<file path="src/rtl/ct_spsram_arb_ctrl.sv">
// Shared-access controller for one single-port SRAM: zero-fills the array
// after reset, then round-robins two requesters onto the port and returns
// read data to the issuing requester two cycles after its grant.
module ct_spsram_arb_ctrl #(
  parameter int unsigned ADDR_WIDTH = 15,
  parameter int unsigned DATA_WIDTH = 128,
  parameter bit          INIT_EN    = 1'b1
) (
  input  logic                  forever_cpuclk,
  input  logic                  cpurst_b,
  input  logic                  p0_req,
  input  logic                  p0_wr,
  input  logic [ADDR_WIDTH-1:0] p0_addr,
  input  logic [DATA_WIDTH-1:0] p0_wdata,
  input  logic [DATA_WIDTH-1:0] p0_wmask,
  input  logic                  p1_req,
  input  logic                  p1_wr,
  input  logic [ADDR_WIDTH-1:0] p1_addr,
  input  logic [DATA_WIDTH-1:0] p1_wdata,
  input  logic [DATA_WIDTH-1:0] p1_wmask,
  output logic                  p0_gnt,
  output logic                  p0_rvalid,
  output logic [DATA_WIDTH-1:0] p0_rdata,
  output logic                  p1_gnt,
  output logic                  p1_rvalid,
  output logic [DATA_WIDTH-1:0] p1_rdata,
  output logic                  init_done,
  output logic [ADDR_WIDTH-1:0] ram_a,
  output logic                  ram_cen,
  output logic                  ram_gwen,
  output logic [DATA_WIDTH-1:0] ram_wen,
  output logic [DATA_WIDTH-1:0] ram_d,
  input  logic [DATA_WIDTH-1:0] ram_q
);

  typedef enum logic {
    ST_INIT = 1'b0,
    ST_RUN  = 1'b1
  } state_e;

  localparam logic [ADDR_WIDTH-1:0] MAX_ADDR = '1;

  state_e                  state_q, state_d;
  logic [ADDR_WIDTH-1:0]   cnt_q, cnt_d;
  logic                    ptr_q, ptr_d;
  logic                    s1_vld_q, s1_vld_d;
  logic                    s1_port_q, s1_port_d;
  logic                    p0_rvalid_q, p0_rvalid_d;
  logic                    p1_rvalid_q, p1_rvalid_d;
  logic [DATA_WIDTH-1:0]   p0_rdata_q, p0_rdata_d;
  logic [DATA_WIDTH-1:0]   p1_rdata_q, p1_rdata_d;

  logic                    sel_wr;
  logic [ADDR_WIDTH-1:0]   sel_addr;
  logic [DATA_WIDTH-1:0]   sel_wdata;
  logic [DATA_WIDTH-1:0]   sel_wmask;

  // Round-robin arbiter; grants only in RUN and never while reset is asserted.
  always_comb begin
    p0_gnt = 1'b0;
    p1_gnt = 1'b0;
    if (cpurst_b && (state_q == ST_RUN)) begin
      if (p0_req && p1_req) begin
        p0_gnt = ~ptr_q;
        p1_gnt = ptr_q;
      end else begin
        p0_gnt = p0_req;
        p1_gnt = p1_req;
      end
    end
  end

  // Mux the granted port's request onto a single access.
  always_comb begin
    sel_wr    = p1_gnt ? p1_wr    : p0_wr;
    sel_addr  = p1_gnt ? p1_addr  : p0_addr;
    sel_wdata = p1_gnt ? p1_wdata : p0_wdata;
    sel_wmask = p1_gnt ? p1_wmask : p0_wmask;
  end

  // Next-state, SRAM port drive and read-return pipeline.
  always_comb begin
    state_d     = state_q;
    cnt_d       = cnt_q;
    ptr_d       = ptr_q;
    s1_vld_d    = 1'b0;
    s1_port_d   = s1_port_q;
    p0_rvalid_d = 1'b0;
    p1_rvalid_d = 1'b0;
    p0_rdata_d  = p0_rdata_q;
    p1_rdata_d  = p1_rdata_q;
    ram_a       = '0;
    ram_cen     = 1'b1;
    ram_gwen    = 1'b1;
    ram_wen     = '1;
    ram_d       = '0;

    if (cpurst_b) begin
      case (state_q)
        ST_INIT: begin
          if (INIT_EN) begin
            ram_cen  = 1'b0;
            ram_gwen = 1'b0;
            ram_wen  = '0;
            ram_a    = cnt_q;
            if (cnt_q == MAX_ADDR) begin
              state_d = ST_RUN;
            end else begin
              cnt_d = cnt_q + ADDR_WIDTH'(1);
            end
          end else begin
            state_d = ST_RUN;
          end
        end
        ST_RUN: begin
          if (p0_gnt || p1_gnt) begin
            ptr_d   = p0_gnt;
            ram_cen = 1'b0;
            ram_a   = sel_addr;
            if (sel_wr) begin
              ram_gwen = 1'b0;
              ram_wen  = ~sel_wmask;
              ram_d    = sel_wdata;
            end else begin
              s1_vld_d  = 1'b1;
              s1_port_d = p1_gnt;
            end
          end
        end
        default: state_d = ST_INIT;
      endcase
    end

    if (s1_vld_q) begin
      if (s1_port_q) begin
        p1_rvalid_d = 1'b1;
        p1_rdata_d  = ram_q;
      end else begin
        p0_rvalid_d = 1'b1;
        p0_rdata_d  = ram_q;
      end
    end
  end

  // State and pipeline registers with synchronous active-low reset.
  always_ff @(posedge forever_cpuclk) begin
    if (!cpurst_b) begin
      state_q     <= ST_INIT;
      cnt_q       <= '0;
      ptr_q       <= 1'b0;
      s1_vld_q    <= 1'b0;
      s1_port_q   <= 1'b0;
      p0_rvalid_q <= 1'b0;
      p1_rvalid_q <= 1'b0;
      p0_rdata_q  <= '0;
      p1_rdata_q  <= '0;
    end else begin
      state_q     <= state_d;
      cnt_q       <= cnt_d;
      ptr_q       <= ptr_d;
      s1_vld_q    <= s1_vld_d;
      s1_port_q   <= s1_port_d;
      p0_rvalid_q <= p0_rvalid_d;
      p1_rvalid_q <= p1_rvalid_d;
      p0_rdata_q  <= p0_rdata_d;
      p1_rdata_q  <= p1_rdata_d;
    end
  end

  assign p0_rvalid = p0_rvalid_q;
  assign p1_rvalid = p1_rvalid_q;
  assign p0_rdata  = p0_rdata_q;
  assign p1_rdata  = p1_rdata_q;
  assign init_done = (state_q == ST_RUN);

endmodule

</file>
<file path="config.mk">
export PLATFORM = sky130hd
export DESIGN_NAME = ct_spsram_arb_ctrl
export DESIGN_NICKNAME = d
export VERILOG_FILES = /design/src/rtl/ct_spsram_arb_ctrl.sv
export SDC_FILE = /design/constraint.sdc
export NUM_CORES = 1
export LEC_CHECK = 0
export BUFFER_PORTS_ARGS = -buffer_cell sky130_fd_sc_hd__buf_2
export CORE_AREA = 2 2 467 469
export DETAILED_ROUTE_END_ITERATION = 10
export DIE_AREA = 0 0 469 471
export GPL_ROUTABILITY_DRIVEN = 0
export GPL_TIMING_DRIVEN = 1
export SLEW_MARGIN = 20
export SYNTH_ARGS = -nofsm -noshare
export SYNTH_HDL_FRONTEND = slang
export SYNTH_SLANG_ARGS = --single-unit
</file>
<file path="constraint.sdc">
create_clock -name forever_cpuclk -period 1.9 [get_ports forever_cpuclk]
set_input_delay 0.095 -clock forever_cpuclk [delete_from_list [all_inputs] [get_ports forever_cpuclk]]
set_output_delay 0.095 -clock forever_cpuclk [all_outputs]
set_load 0.01 [all_outputs]
</file>
==> summary.md <==
| Metric | Value |
|---|---|
| Status | `complete, but fails checks` |
| Failing checks | `negative setup slack` |
| Initial Util | `6.57%` |
| Number of fillers in the final layout | `24700` |
| Crit. Startpoint | `init_done` |
| GRT Total Usage | `18.9%` |
| Std cell rows | `171` |
| Largest net degree at the start of global routing | `137` |
| CP peak stage delay | `0.41 ns` |
| Share of layout cells above drive strength 1 | `52.5%` |
| Hpwl dp | `197000 um` |
| Compound-Gate Fraction of Synth Area | `27.1%` |
| Total grt overflow | `0` |
| Clk network pwr share | `40.1%` |
| First-pass detailed-route iteration total | `5` |
| Arrival time of the worst setup path | `2.59 ns` |
| Iter 0 DRT Violations | `1580` |
| Syn Area/Cell | `7.23 um2` |
| Slack of the critical path | `-0.785 ns` |
| Tightest Pin Transition | `0.980 ns` |
| Part of the Yosys area used for sequential elements | `39.1%` |
| DRC violations left | `0` |
| Chip width | `469 um` |
| CTS tree | `built` |
| Sw Ratio | `30.5%` |
| I/O pin total | `1210` |
| First-pass GRT wire length | `259000 um` |
| Final hold slack | `0.0609 ns` |
| Final core utilization | `14.8%` |
| Crit. End Element | `output pin` |
| Switch Pwr | `0.00460 W` |
| Slowest stage cell, crit path | `or3_4` |
| Hold depth | `5` |
| Yosys warns | `0` |
| Vias per Instance | `3.55` |
| # nets final | `4029` |
| Synth Instances | `1964` |
| Detail Route Antenna Nets | `0` |
| Power Dens Cells | `470 mW/mm2` |
| Post-synth top cells | `nand2_1 (690), a21oi_1 (347), dfxtp_1 (277)` |
| Fin area | `0.0320 mm2` |
| Crit path required time | `1.80 ns` |
| Most used DFF post-synth | `dfxtp_1` |
| R2r setup slk | `0.12 ns` |
| Synth area leader | `dfxtp_1` |
| Mux cell area share after synthesis | `0.211%` |
| Cell Int Power | `0.0105 W` |
| Post-synthesis cell type count | `45` |
| Critical setup path kind | `flip-flop to output pin` |
| Sink Count | `277` |
| PortBufs | `1209` |
| Area contributors post-synth | `dfxtp_1 (39%), nand2_1 (18%), a21oi_1 (12%)` |
| Antenna violations before repair | `244` |
| Most common cell in the netlist | `nand2_1` |
| Fmax | `0.372 GHz` |
| Worst reg2reg path depth | `5` |
| Crit-path cells | `and2_4 > nand3_4 > inv_6 > buf_8 > buf_12 > or3_4 > o211ai_1 > buf_2` |
| Clock root cell | `clkbuf_16` |
| Max-Slew Margin vs Limit | `34.7%` |
| Die H | `471 um` |
| Cts bufs inserted | `29` |
| Maximum Capacitance Violations | `0` |
| Post-route minimum period | `2.69 ns` |
| CTS H-tree lvls | `1` |
| CTS Buffer Depth | `3` |
| Final Hold Viols | `0` |
| Clock transition at the registers of the reported paths | `0.07 ns` |
| Mapped Area | `0.0142 mm2` |
| Die Area | `0.221 mm2` |
| Reg-to-reg startpoint | `cnt_q[0]` |
| Core ar. | `0.216 mm2` |
| Vias in the first global route | `20300` |
| Clock Skew | `0.0204 ns` |
| Pre-CTS setup slack | `-0.463 ns` |
| Routed WL | `227000 um` |
| R2r endpoint | `cnt_q[3]` |
| EDFF count, synth | `0` |
| Final setup viols | `274` |
| CP Launch Type | `flip-flop` |
| VDD IR max | `767 uV` |
| Hold Path Class | `input port to flip-flop` |
| Routed len/inst | `35.4 um` |
| Unrepaired setup endpoints after global routing | `yes` |
| Syn_nets | `2641` |
| Slew Limit Fails | `0` |
| Async S/R FF share, synth | `0%` |
| Reg power frac | `38.6%` |
| Crit path max fanout | `7` |
| Synth-to-layout area growth | `126%` |
| #FFs+latches synth | `277` |
| Detailed-route via count | `22800` |
| Area share of the largest cell type after synthesis | `39.1%` |
| Final cycle utilization of the critical path | `141%` |
| Placed Area | `0.0259 mm2` |
| Leakage | `13.0 nW` |
| Post-synthesis simple-gate area fraction | `27.4%` |
| Min-delay src | `p0_req` |
| Clock latency on the worst-skew pair | `0.64 ns` |
| Largest family of logic cells by synthesized area | `simple AND/OR/NAND/NOR gates` |
| Worst hold path endpoint | `ptr_q` |
| XOR/XNOR Fraction of Synth Area | `0.0617%` |
| Comb power frac | `21.3%` |
| Area share of fa/ha/maj cells after synthesis | `0.0881%` |
## cell type report
type	count	area (um2)	area share, %
clock buffers	41	851	2.66
repair buffers	1550	12200	37.9
clock inverters	12	121	0.379
multi-input cells	1489	9270	28.9
well taps	2854	3570	11.1
flip-flops and latches	277	5550	17.3
inverters	5	36.3	0.113
diodes	193	483	1.51
## cell families after synthesis
family	Yosys count
compound gates	560
fa+ha+maj	1
mux	3
simple gates	924
buf+inv	198
flops	277
xor+xnor	1
## power groups by stage
stage	Clock [W]	Sequential, W	Combinational (W)
global placement	0	0.00595	0.00252
detailed placement	0	0.00595	0.00252
CTS	0.00623	0.00581	0.00295
global route	0.00639	0.00581	0.00332
floorplan	0	0.00595	0.000586
finish	0.00604	0.00581	0.00320
## layout by cell type, fill, tap and decap left out, types with 6 or more instances in the layout
master | netlist | final
buf_2 | 23 | 1028
nand2_1 | 690 | 687
a21oi_1 | 347 | 296
dfxtp_1 | 277 | 275
diode_2 | 0 | 193
buf_12 | 0 | 131
dlygate4sd3_1 | 0 | 131
buf_4 | 2 | 113
buf_6 | 12 | 97
o211ai_2 | 109 | 75
or3_1 | 132 | 73
or3_4 | 0 | 59
clkbuf_16 | 0 | 51
o211ai_4 | 0 | 34
nor2_1 | 67 | 29
a21oi_4 | 0 | 27
a21oi_2 | 0 | 24
o22ai_1 | 48 | 22
o211ai_1 | 21 | 21
nor2_2 | 0 | 19
nor2_4 | 0 | 19
o22ai_2 | 0 | 17
buf_8 | 0 | 16
a222oi_1 | 10 | 10
buf_16 | 0 | 10
o22ai_4 | 0 | 9
o21ai_0 | 8 | 8
clkbuf_8 | 0 | 8
nand3_1 | 8 | 7
nand4_1 | 6 | 6
## metrics by stage
step | TNS [ns] | power, W | std cells
global route | -187.27 | 0.0155 | 6347
CTS | -177.84 | 0.0150 | 6193
detailed placement | -21.07 | 0.00846 | 6000
floorplan | 0 | 0.00653 | 1964
finish | -164.41 | 0.0151 | 6421
global placement | -26.87 | 0.00847 | 6000
## worst max-delay path, delay by kind of cell (launching register included)
family	cells	cell delay [ns]
buf+inv	4	0.57
simple gates	3	0.69
compound gates	1	0.38
flops	1	0.32
## how the worst max path moves through the flow
stage | end
after detailed placement | ram_wen[4]
after CTS | ram_wen[4]
after floorplan | cnt_q[8]
final | ram_wen[4]
after global placement | ram_wen[4]
after global routing | ram_wen[4]
## sequential cells by signal (all words and copies together), names as in the netlist
register	count
s1_port_q	1
p0_rdata	128
p1_rvalid	1
cnt_q	15
s1_vld_q	1
ptr_q	1
p1_rdata	128
p0_rvalid	1
init_done	1
## layer usage
layer / vias to the layer above / GRT usage (%) / share of wire (%)
met5: - / 0.132 / 0.39
met4: 118 / 12.6 / 9.0
met3: 643 / 5.66 / 7.9
met2: 1555 / 36.5 / 53
met1: 10700 / 16.4 / 30
li1: 9767 / - / -
## timing repair
action / CTS / global route
setup endpoints to repair: 275 / 275
gates cloned: 4 / 28
gates resized for setup: 177 / 430
buffers inserted: 6 / 27
hold buffers: 131 / 0
pin swaps: 6 / 28
hold endpoints to repair: 267 / 0
Note: power is estimated with default switching activity, not from simulation.
